## config.mk

```make
export PLATFORM = sky130hd
export DESIGN_NAME = tank_sprite_renderer_flat
export DESIGN_NICKNAME = d
export VERILOG_FILES = /design/src/rtl/tank_sprite_renderer_if.sv /design/src/rtl/tank_sprite_renderer.sv /design/src/flat_wrapper.sv
export SDC_FILE = /design/constraint.sdc
export NUM_CORES = 1
export LEC_CHECK = 0
export CELL_PAD_IN_SITES_DETAIL_PLACEMENT = 0
export CELL_PAD_IN_SITES_GLOBAL_PLACEMENT = 1
export CORE_ASPECT_RATIO = 1.5
export CORE_UTILIZATION = 30
export CTS_CLUSTER_DIAMETER = 50
export DETAILED_ROUTE_END_ITERATION = 8
export HOLD_SLACK_MARGIN = 0.03
export PLACE_DENSITY_LB_ADDON = 0.1
export SYNTH_ARGS = -nofsm -noshare
export SYNTH_HDL_FRONTEND = slang
export SYNTH_SLANG_ARGS = --single-unit
```

## constraint.sdc

```tcl
create_clock -name clk -period 3.6 [get_ports clk]
set_input_delay 0.36 -clock clk [delete_from_list [all_inputs] [get_ports clk]]
set_output_delay 0.36 -clock clk [all_outputs]
set_load 0.1 [all_outputs]
```

## src/rtl/tank_sprite_renderer_if.sv

```systemverilog
// Pixel-write bus between the tank sprite renderer and the VGA adapter.
// The renderer also takes the requested position and reports its progress here.
interface tank_sprite_renderer_if;
    logic [7:0] xpos;
    logic [7:0] vga_x;
    logic [6:0] vga_y;
    logic [2:0] vga_colour;
    logic       vga_plot;
    logic       busy;
    logic       done;

    modport master (
        input  xpos,
        output vga_x, vga_y, vga_colour, vga_plot, busy, done
    );

    modport slave (
        output xpos,
        input  vga_x, vga_y, vga_colour, vga_plot, busy, done
    );
endinterface

```

## src/rtl/tank_sprite_renderer.sv

```systemverilog
// Repaints the tank sprite whenever xpos moves: erases the old rectangle, then draws
// the new one, one pixel per clock. Columns at or beyond SCREEN_W are not plotted.
module tank_sprite_renderer #(
    parameter int unsigned TANK_W    = 8,
    parameter int unsigned TANK_H    = 4,
    parameter int unsigned TANK_Y    = 110,
    parameter int unsigned SCREEN_W  = 160,
    parameter logic [2:0]  FG_COLOUR = 3'b010,
    parameter logic [2:0]  BG_COLOUR = 3'b000
) (
    input  logic                          clk,
    input  logic                          resetn,
    tank_sprite_renderer_if.master        bus
);

    localparam logic [3:0] LastCol = 4'(TANK_W - 1);
    localparam logic [2:0] LastRow = 3'(TANK_H - 1);

    typedef enum logic [1:0] {StLoad, StErase, StDraw, StIdle} state_e;

    state_e     state_q, state_d;
    logic [7:0] drawn_x_q, drawn_x_d;
    logic [7:0] target_x_q, target_x_d;
    logic [3:0] col_q, col_d;
    logic [2:0] row_q, row_d;
    logic       first_q, first_d;

    logic       last_pix;
    logic       sweeping;
    logic [7:0] base;
    logic [8:0] col_sum;

    always_ff @(posedge clk or negedge resetn) begin
        if (!resetn) begin
            state_q    <= StLoad;
            drawn_x_q  <= 8'd0;
            target_x_q <= 8'd0;
            col_q      <= 4'd0;
            row_q      <= 3'd0;
            first_q    <= 1'b1;
        end else begin
            state_q    <= state_d;
            drawn_x_q  <= drawn_x_d;
            target_x_q <= target_x_d;
            col_q      <= col_d;
            row_q      <= row_d;
            first_q    <= first_d;
        end
    end

    assign last_pix = (col_q == LastCol) && (row_q == LastRow);

    always_comb begin
        state_d    = state_q;
        drawn_x_d  = drawn_x_q;
        target_x_d = target_x_q;
        col_d      = col_q;
        row_d      = row_q;
        first_d    = first_q;
        unique case (state_q)
            StLoad: begin
                // Only the position seen here is used; later moves wait for IDLE.
                target_x_d = bus.xpos;
                col_d      = 4'd0;
                row_d      = 3'd0;
                state_d    = first_q ? StDraw : StErase;
            end
            StErase, StDraw: begin
                if (last_pix) begin
                    col_d = 4'd0;
                    row_d = 3'd0;
                    if (state_q == StErase) begin
                        state_d = StDraw;
                    end else begin
                        drawn_x_d = target_x_q;
                        first_d   = 1'b0;
                        state_d   = StIdle;
                    end
                end else if (col_q == LastCol) begin
                    col_d = 4'd0;
                    row_d = row_q + 3'd1;
                end else begin
                    col_d = col_q + 4'd1;
                end
            end
            StIdle: begin
                if (bus.xpos != drawn_x_q) begin
                    state_d = StLoad;
                end
            end
        endcase
    end

    // Outputs decode registered state only, so xpos never reaches them combinationally.
    assign sweeping = (state_q == StErase) || (state_q == StDraw);
    assign base     = (state_q == StErase) ? drawn_x_q : target_x_q;
    assign col_sum  = {1'b0, base} + {5'd0, col_q};

    always_comb begin
        bus.vga_x      = 8'd0;
        bus.vga_y      = 7'd0;
        bus.vga_colour = 3'd0;
        bus.vga_plot   = 1'b0;
        bus.busy       = sweeping;
        bus.done       = (state_q == StDraw) && last_pix;
        if (sweeping) begin
            bus.vga_x      = col_sum[7:0];
            bus.vga_y      = 7'(TANK_Y) + {4'd0, row_q};
            bus.vga_colour = (state_q == StErase) ? BG_COLOUR : FG_COLOUR;
            bus.vga_plot   = col_sum < 9'(SCREEN_W);
        end
    end

endmodule

```

## src/flat_wrapper.sv

```systemverilog
// flat-port wrapper written by rule: the top's interface ports become plain ports
module tank_sprite_renderer_flat 
#(
    parameter int unsigned TANK_W    = 8,
    parameter int unsigned TANK_H    = 4,
    parameter int unsigned TANK_Y    = 110,
    parameter int unsigned SCREEN_W  = 160,
    parameter logic [2:0]  FG_COLOUR = 3'b010,
    parameter logic [2:0]  BG_COLOUR = 3'b000
)
  (clk, resetn, bus_xpos, bus_vga_x, bus_vga_y, bus_vga_colour, bus_vga_plot, bus_busy, bus_done);
  tank_sprite_renderer_if bus_i ();
  input  logic clk;
  input  logic resetn;
  input wire logic [$bits(bus_i.xpos)-1:0] bus_xpos;
  output wire logic [$bits(bus_i.vga_x)-1:0] bus_vga_x;
  output wire logic [$bits(bus_i.vga_y)-1:0] bus_vga_y;
  output wire logic [$bits(bus_i.vga_colour)-1:0] bus_vga_colour;
  output wire logic [$bits(bus_i.vga_plot)-1:0] bus_vga_plot;
  output wire logic [$bits(bus_i.busy)-1:0] bus_busy;
  output wire logic [$bits(bus_i.done)-1:0] bus_done;
  assign bus_i.xpos = bus_xpos;
  assign bus_vga_x = bus_i.vga_x;
  assign bus_vga_y = bus_i.vga_y;
  assign bus_vga_colour = bus_i.vga_colour;
  assign bus_vga_plot = bus_i.vga_plot;
  assign bus_busy = bus_i.busy;
  assign bus_done = bus_i.done;
  tank_sprite_renderer #(.TANK_W(TANK_W), .TANK_H(TANK_H), .TANK_Y(TANK_Y), .SCREEN_W(SCREEN_W), .FG_COLOUR(FG_COLOUR), .BG_COLOUR(BG_COLOUR)) u_core (.clk(clk), .resetn(resetn), .bus(bus_i));
endmodule
```

==> metrics.txt, run 1 <==
# TYPE chip_impl_metric gauge
chip_impl_metric{name="timing_worst_slew_pin_value",unit="ns"} 0.965
chip_impl_metric{name="synth.cell_area",unit="µm²"} 1830
chip_impl_metric{name="drtAntennaViolNets",unit=""} 0
chip_impl_metric{name="sequential_fraction_of_the_synthesis_area",unit="%"} 35.7
chip_impl_info{name="worstSetupPathType",value="flip-flop to output port"} 1
chip_impl_metric{name="grt_pass1_wl",unit="mm"} 7.26
chip_impl_metric{name="dr.pass1.iters",unit=""} 4
chip_impl_info{name="crit_path_top_delay_cell",value="sky130_fd_sc_hd__dfrtp_1"} 1
chip_impl_metric{name="clkSlewWorstSetupHoldPaths",unit="ns"} 0.10
chip_impl_metric{name="detailed_place.area",unit="µm²"} 2220
chip_impl_metric{name="area_delta_synth_final",unit="%"} 25.8
chip_impl_metric{name="grt_start_max_net_pins",unit=""} 27
chip_impl_metric{name="floorplan.rows",unit=""} 34
chip_impl_metric{name="yosys.area_share.xor_xnor",unit="%"} 5.27
chip_impl_metric{name="number_of_buffers_inserted_during_clock_tree_synthesis",unit=""} 3
chip_impl_info{name="status",value="finished, final reports clean"} 1
chip_impl_metric{name="synth.distinct_cells",unit=""} 48
chip_impl_metric{name="p_int",unit="mW"} 0.453
chip_impl_metric{name="cts_htree_levels",unit=""} 1
chip_impl_metric{name="critical_path.max_stage_delay",unit="ns"} 0.42
chip_impl_metric{name="fp.dieArea",unit="µm²"} 6410
chip_impl_metric{name="ios",unit=""} 31
chip_impl_metric{name="max_clock_freq",unit="MHz"} 296
chip_impl_metric{name="layout_worst_path_cycle_share",unit="%"} 93.8
chip_impl_info{name="synth_top_family_by_area",value="multiplexers"} 1
chip_impl_metric{name="synth-simple-area-share",unit="%"} 14.3
chip_impl_metric{name="timing.slew.headroom",unit="%"} 35.4
chip_impl_metric{name="sw_share",unit="%"} 20.9
chip_impl_metric{name="grt_overflow_total",unit=""} 0
chip_impl_metric{name="vias",unit=""} 1349
chip_impl_metric{name="netlist.area_leader.share",unit="%"} 34.2
chip_impl_metric{name="grt_pass1_vias",unit=""} 1411
chip_impl_metric{name="detail_route.wirelength",unit="mm"} 4.25
chip_impl_metric{name="whs",unit="ns"} 0.446
chip_impl_metric{name="die_width",unit="µm"} 65.7
chip_impl_metric{name="cts.path.max_buffers",unit=""} 2
chip_impl_info{name="worst_hold_path_type",value="input pin to asynchronous set/reset pin"} 1
chip_impl_metric{name="first_iter_violations",unit=""} 50
chip_impl_metric{name="timing.final.hold_violations",unit=""} 0
chip_impl_metric{name="drc",unit=""} 0
chip_impl_metric{name="finClkSkew",unit="ns"} 0.00920
chip_impl_metric{name="post-route-cell-area",unit="µm²"} 2300
chip_impl_info{name="path_common_cell",value="sky130_fd_sc_hd__inv_1"} 1
chip_impl_metric{name="max_transition_viols_final",unit=""} 0
chip_impl_metric{name="stdcell_count",unit=""} 272
chip_impl_metric{name="synth_compound_gate_area_share",unit="%"} 15.0
chip_impl_metric{name="synth_edf_count",unit=""} 0
chip_impl_info{name="crit_family",value="adder cells"} 1
chip_impl_metric{name="setup_viol",unit=""} 0
chip_impl_info{name="cts_root_buffer",value="sky130_fd_sc_hd__clkbuf_8"} 1
chip_impl_metric{name="timing.max_cap.violations",unit=""} 0
chip_impl_metric{name="antenna_found_initial",unit=""} 0
chip_impl_metric{name="placement.io_buffers",unit=""} 28
chip_impl_metric{name="synthAdderAreaFrac",unit="%"} 8.63
chip_impl_info{name="tritoncts",value="yes"} 1
chip_impl_info{name="cp_launch_type",value="flip-flop"} 1
chip_impl_metric{name="num-fill-cells",unit=""} 571
chip_impl_metric{name="gpl.final_weighted_congestion",unit=""} 0.720
chip_impl_metric{name="track_usage",unit="%"} 14.9
chip_impl_metric{name="power.density",unit="nW/µm²"} 249
chip_impl_info{name="biggest_area_consumer_among_synthesized_cells",value="sky130_fd_sc_hd__dfrtp_1"} 1
chip_impl_metric{name="layout_min_cycle_time",unit="ns"} 3.38
chip_impl_metric{name="synthMuxAreaShare",unit="%"} 15.3
chip_impl_metric{name="postSynthCellCount",unit=""} 173
chip_impl_metric{name="fp.coreArea",unit="µm²"} 5830
chip_impl_metric{name="drive_above_1_share",unit="%"} 31.5
chip_impl_metric{name="clock_power_share",unit="%"} 43.4
chip_impl_metric{name="postCtsSetupRepairBufs",unit=""} 0
chip_impl_metric{name="flop_pwr_share",unit="%"} 50.9
chip_impl_metric{name="detailedPlacementHpwl",unit="mm"} 3.40
chip_impl_metric{name="layout.nets",unit=""} 223
chip_impl_metric{name="placed_cells",unit=""} 268
chip_impl_metric{name="antenna_cells",unit=""} 0
chip_impl_info{name="setup_repair_after_global_routing_missed_its_margin",value="false"} 1
chip_impl_metric{name="synth_warnings",unit=""} 0
chip_impl_metric{name="num_clock_sinks",unit=""} 26
chip_impl_info{name="worstSetupEndpointType",value="output port"} 1
chip_impl_metric{name="synth_seq_cells",unit=""} 26
chip_impl_metric{name="net-switching-power",unit="mW"} 0.120
chip_impl_metric{name="post-layout-total-power",unit="mW"} 0.573
chip_impl_metric{name="syn_avg_cell_area",unit="µm²"} 10.6
chip_impl_metric{name="worstSkewPairLatency",unit="ns"} 0.28
chip_impl_metric{name="peak_supply_drop",unit="mV"} 0.188
chip_impl_info{name="synth.area.top_cells",value="sky130_fd_sc_hd__dfrtp_1 34%, sky130_fd_sc_hd__mux2_2 9.9%, sky130_fd_sc_hd__ha_1 7.5%"} 1
chip_impl_metric{name="viasPerCell",unit=""} 4.96
chip_impl_info{name="crit_path_cell_trace",value="inv_1 > ha_2 > mux2_4 > ha_1 > inv_1 > fa_1 > nand2b_1 > a21o_1 > nor3b_1 > o311a_1 > buf_12"} 1
chip_impl_metric{name="die_h",unit="µm"} 97.6
chip_impl_info{name="commonest_cells_after_routing_fill_and_taps_aside",value="25 x sky130_fd_sc_hd__dfrtp_1, 16 x sky130_fd_sc_hd__mux2_2, 13 x sky130_fd_sc_hd__nor2_1, 13 x sky130_fd_sc_hd__buf_4"} 1
chip_impl_metric{name="async_reset_ff_share",unit="%"} 100
chip_impl_metric{name="worst_ep_required_time",unit="ns"} 3.24
chip_impl_info{name="layout.cells.most_common",value="sky130_fd_sc_hd__dfrtp_1"} 1
chip_impl_metric{name="crit_fanout",unit=""} 5
chip_impl_metric{name="pwr-share-comb",unit="%"} 5.7
chip_impl_metric{name="leakage",unit="nW"} 1.08
chip_impl_metric{name="worstPathArrival",unit="ns"} 3.02
chip_impl_metric{name="wire_per_inst",unit="µm"} 15.6
chip_impl_metric{name="cp_num_buf_inv",unit=""} 3
chip_impl_metric{name="initial_core_util",unit="%"} 31.3
chip_impl_info{name="synthFlopType",value="sky130_fd_sc_hd__dfrtp_1"} 1
==> sequential cells by signal (all words and copies together) (netlist names) <==
register,count
u_core.state_q,2
u_core.target_x_q,8
u_core.row_q,3
u_core.col_q,4
u_core.drawn_x_q,8
u_core.first_q,1
==> logic make-up (layout without fill, tap and decap cells) <==
| family | after synthesis | after routing |
|---|---|---|
| DFF | 26 | 26 |
| other | 1 | 2 |
| adders and majority gates | 12 | 12 |
| AOI/OAI and AO/OA | 34 | 34 |
| buffers and inverters | 18 | 44 |
| xor gates and xnor gates | 11 | 11 |
| muxes | 24 | 24 |
| and+or+nand+nor | 47 | 47 |
==> area by class of cell <==
class,count,area (µm²),share of cell area (%)
Tap cell,72,90.1,3.92
Timing Repair Buffer,31,358,15.6
Clock buffer,3,41.3,1.80
Inverter,9,33.8,1.47
Multi-Input combinational cell,130,1090,47.6
Clock inverter,1,30.0,1.31
Sequential cell,26,652,28.4
==> metal layers <==
metal / up-vias / track usage, % / part of all wire, %
met5: - / 0 / 0
met3: 5 / 2.23 / 2.9
met1: 658 / 16.4 / 39
met2: 23 / 28.0 / 56
li1: 663 / - / -
met4: 0 / 4.52 / 1.3
==> timing repair <==
action                                  in CTS  in global routing
resized for setup                            0                  1
endpoints found under the setup margin       0                  1
hold buffers                                 0                  0
==> power groups by stage <==
stage	Sequential, mW	Combinational [mW]	Clock [mW]
floorplan	0.298	0.0154	0
global placement	0.298	0.0332	0
detailed placement	0.298	0.0330	0
CTS	0.292	0.0332	0.258
global route	0.292	0.0353	0.268
finish	0.292	0.0326	0.249
==> worst paths after layout <==
check	from	end	slack (ns)	cells after the start
worst max-delay path	u_core.state_q[1]	bus_vga_plot	0.22	11
min in group clk	u_core.first_q	u_core.first_q	0.49	2
worst min register to register	u_core.first_q	u_core.first_q	0.49	2
max in group asynchronous	resetn	u_core.first_q	2.85	2
worst min-delay path	resetn	u_core.row_q[1]	0.45	2
worst max register to register	u_core.state_q[0]	u_core.col_q[3]	1.35	6
==> cell usage after synthesis, types with 2 or more instances <==
cell / count
sky130_fd_sc_hd__and2_1: 3
sky130_fd_sc_hd__dfrtp_1: 25
sky130_fd_sc_hd__buf_4: 5
sky130_fd_sc_hd__a21o_1: 5
sky130_fd_sc_hd__a21oi_2: 2
sky130_fd_sc_hd__o21ai_0: 7
sky130_fd_sc_hd__a21oi_1: 4
sky130_fd_sc_hd__and3_1: 2
sky130_fd_sc_hd__mux2_4: 3
sky130_fd_sc_hd__mux2_2: 16
sky130_fd_sc_hd__nor2_1: 15
sky130_fd_sc_hd__a22o_1: 2
sky130_fd_sc_hd__nor2b_1: 2
sky130_fd_sc_hd__a221oi_2: 2
sky130_fd_sc_hd__buf_6: 2
sky130_fd_sc_hd__a211oi_1: 3
sky130_fd_sc_hd__nand2_1: 9
sky130_fd_sc_hd__xnor2_1: 9
sky130_fd_sc_hd__mux2i_1: 4
sky130_fd_sc_hd__ha_1: 11
sky130_fd_sc_hd__nand3_1: 4
sky130_fd_sc_hd__nor3_1: 3
sky130_fd_sc_hd__inv_1: 9
sky130_fd_sc_hd__xor2_1: 2
==> per-stage QoR <==
step                      setup slack, ns  util [%]  TNS, ns
after floorplan                   -0.0118         -  -0.0118
after global placement              0.508      38.2        0
after detailed placement            0.455      38.2        0
after CTS                           0.116      39.4        0
after global routing               0.0195      39.4        0
final                               0.222      39.4        0
Note: power is estimated with default switching activity, not from simulation.
==> inputs of run 2 (changes only) <==
Settings changed: CAP_MARGIN from default to 25, SLEW_MARGIN from default to 10.
==> results of run 2 <==
No change in the layout: final DEF, timing and power equal those of run 1.
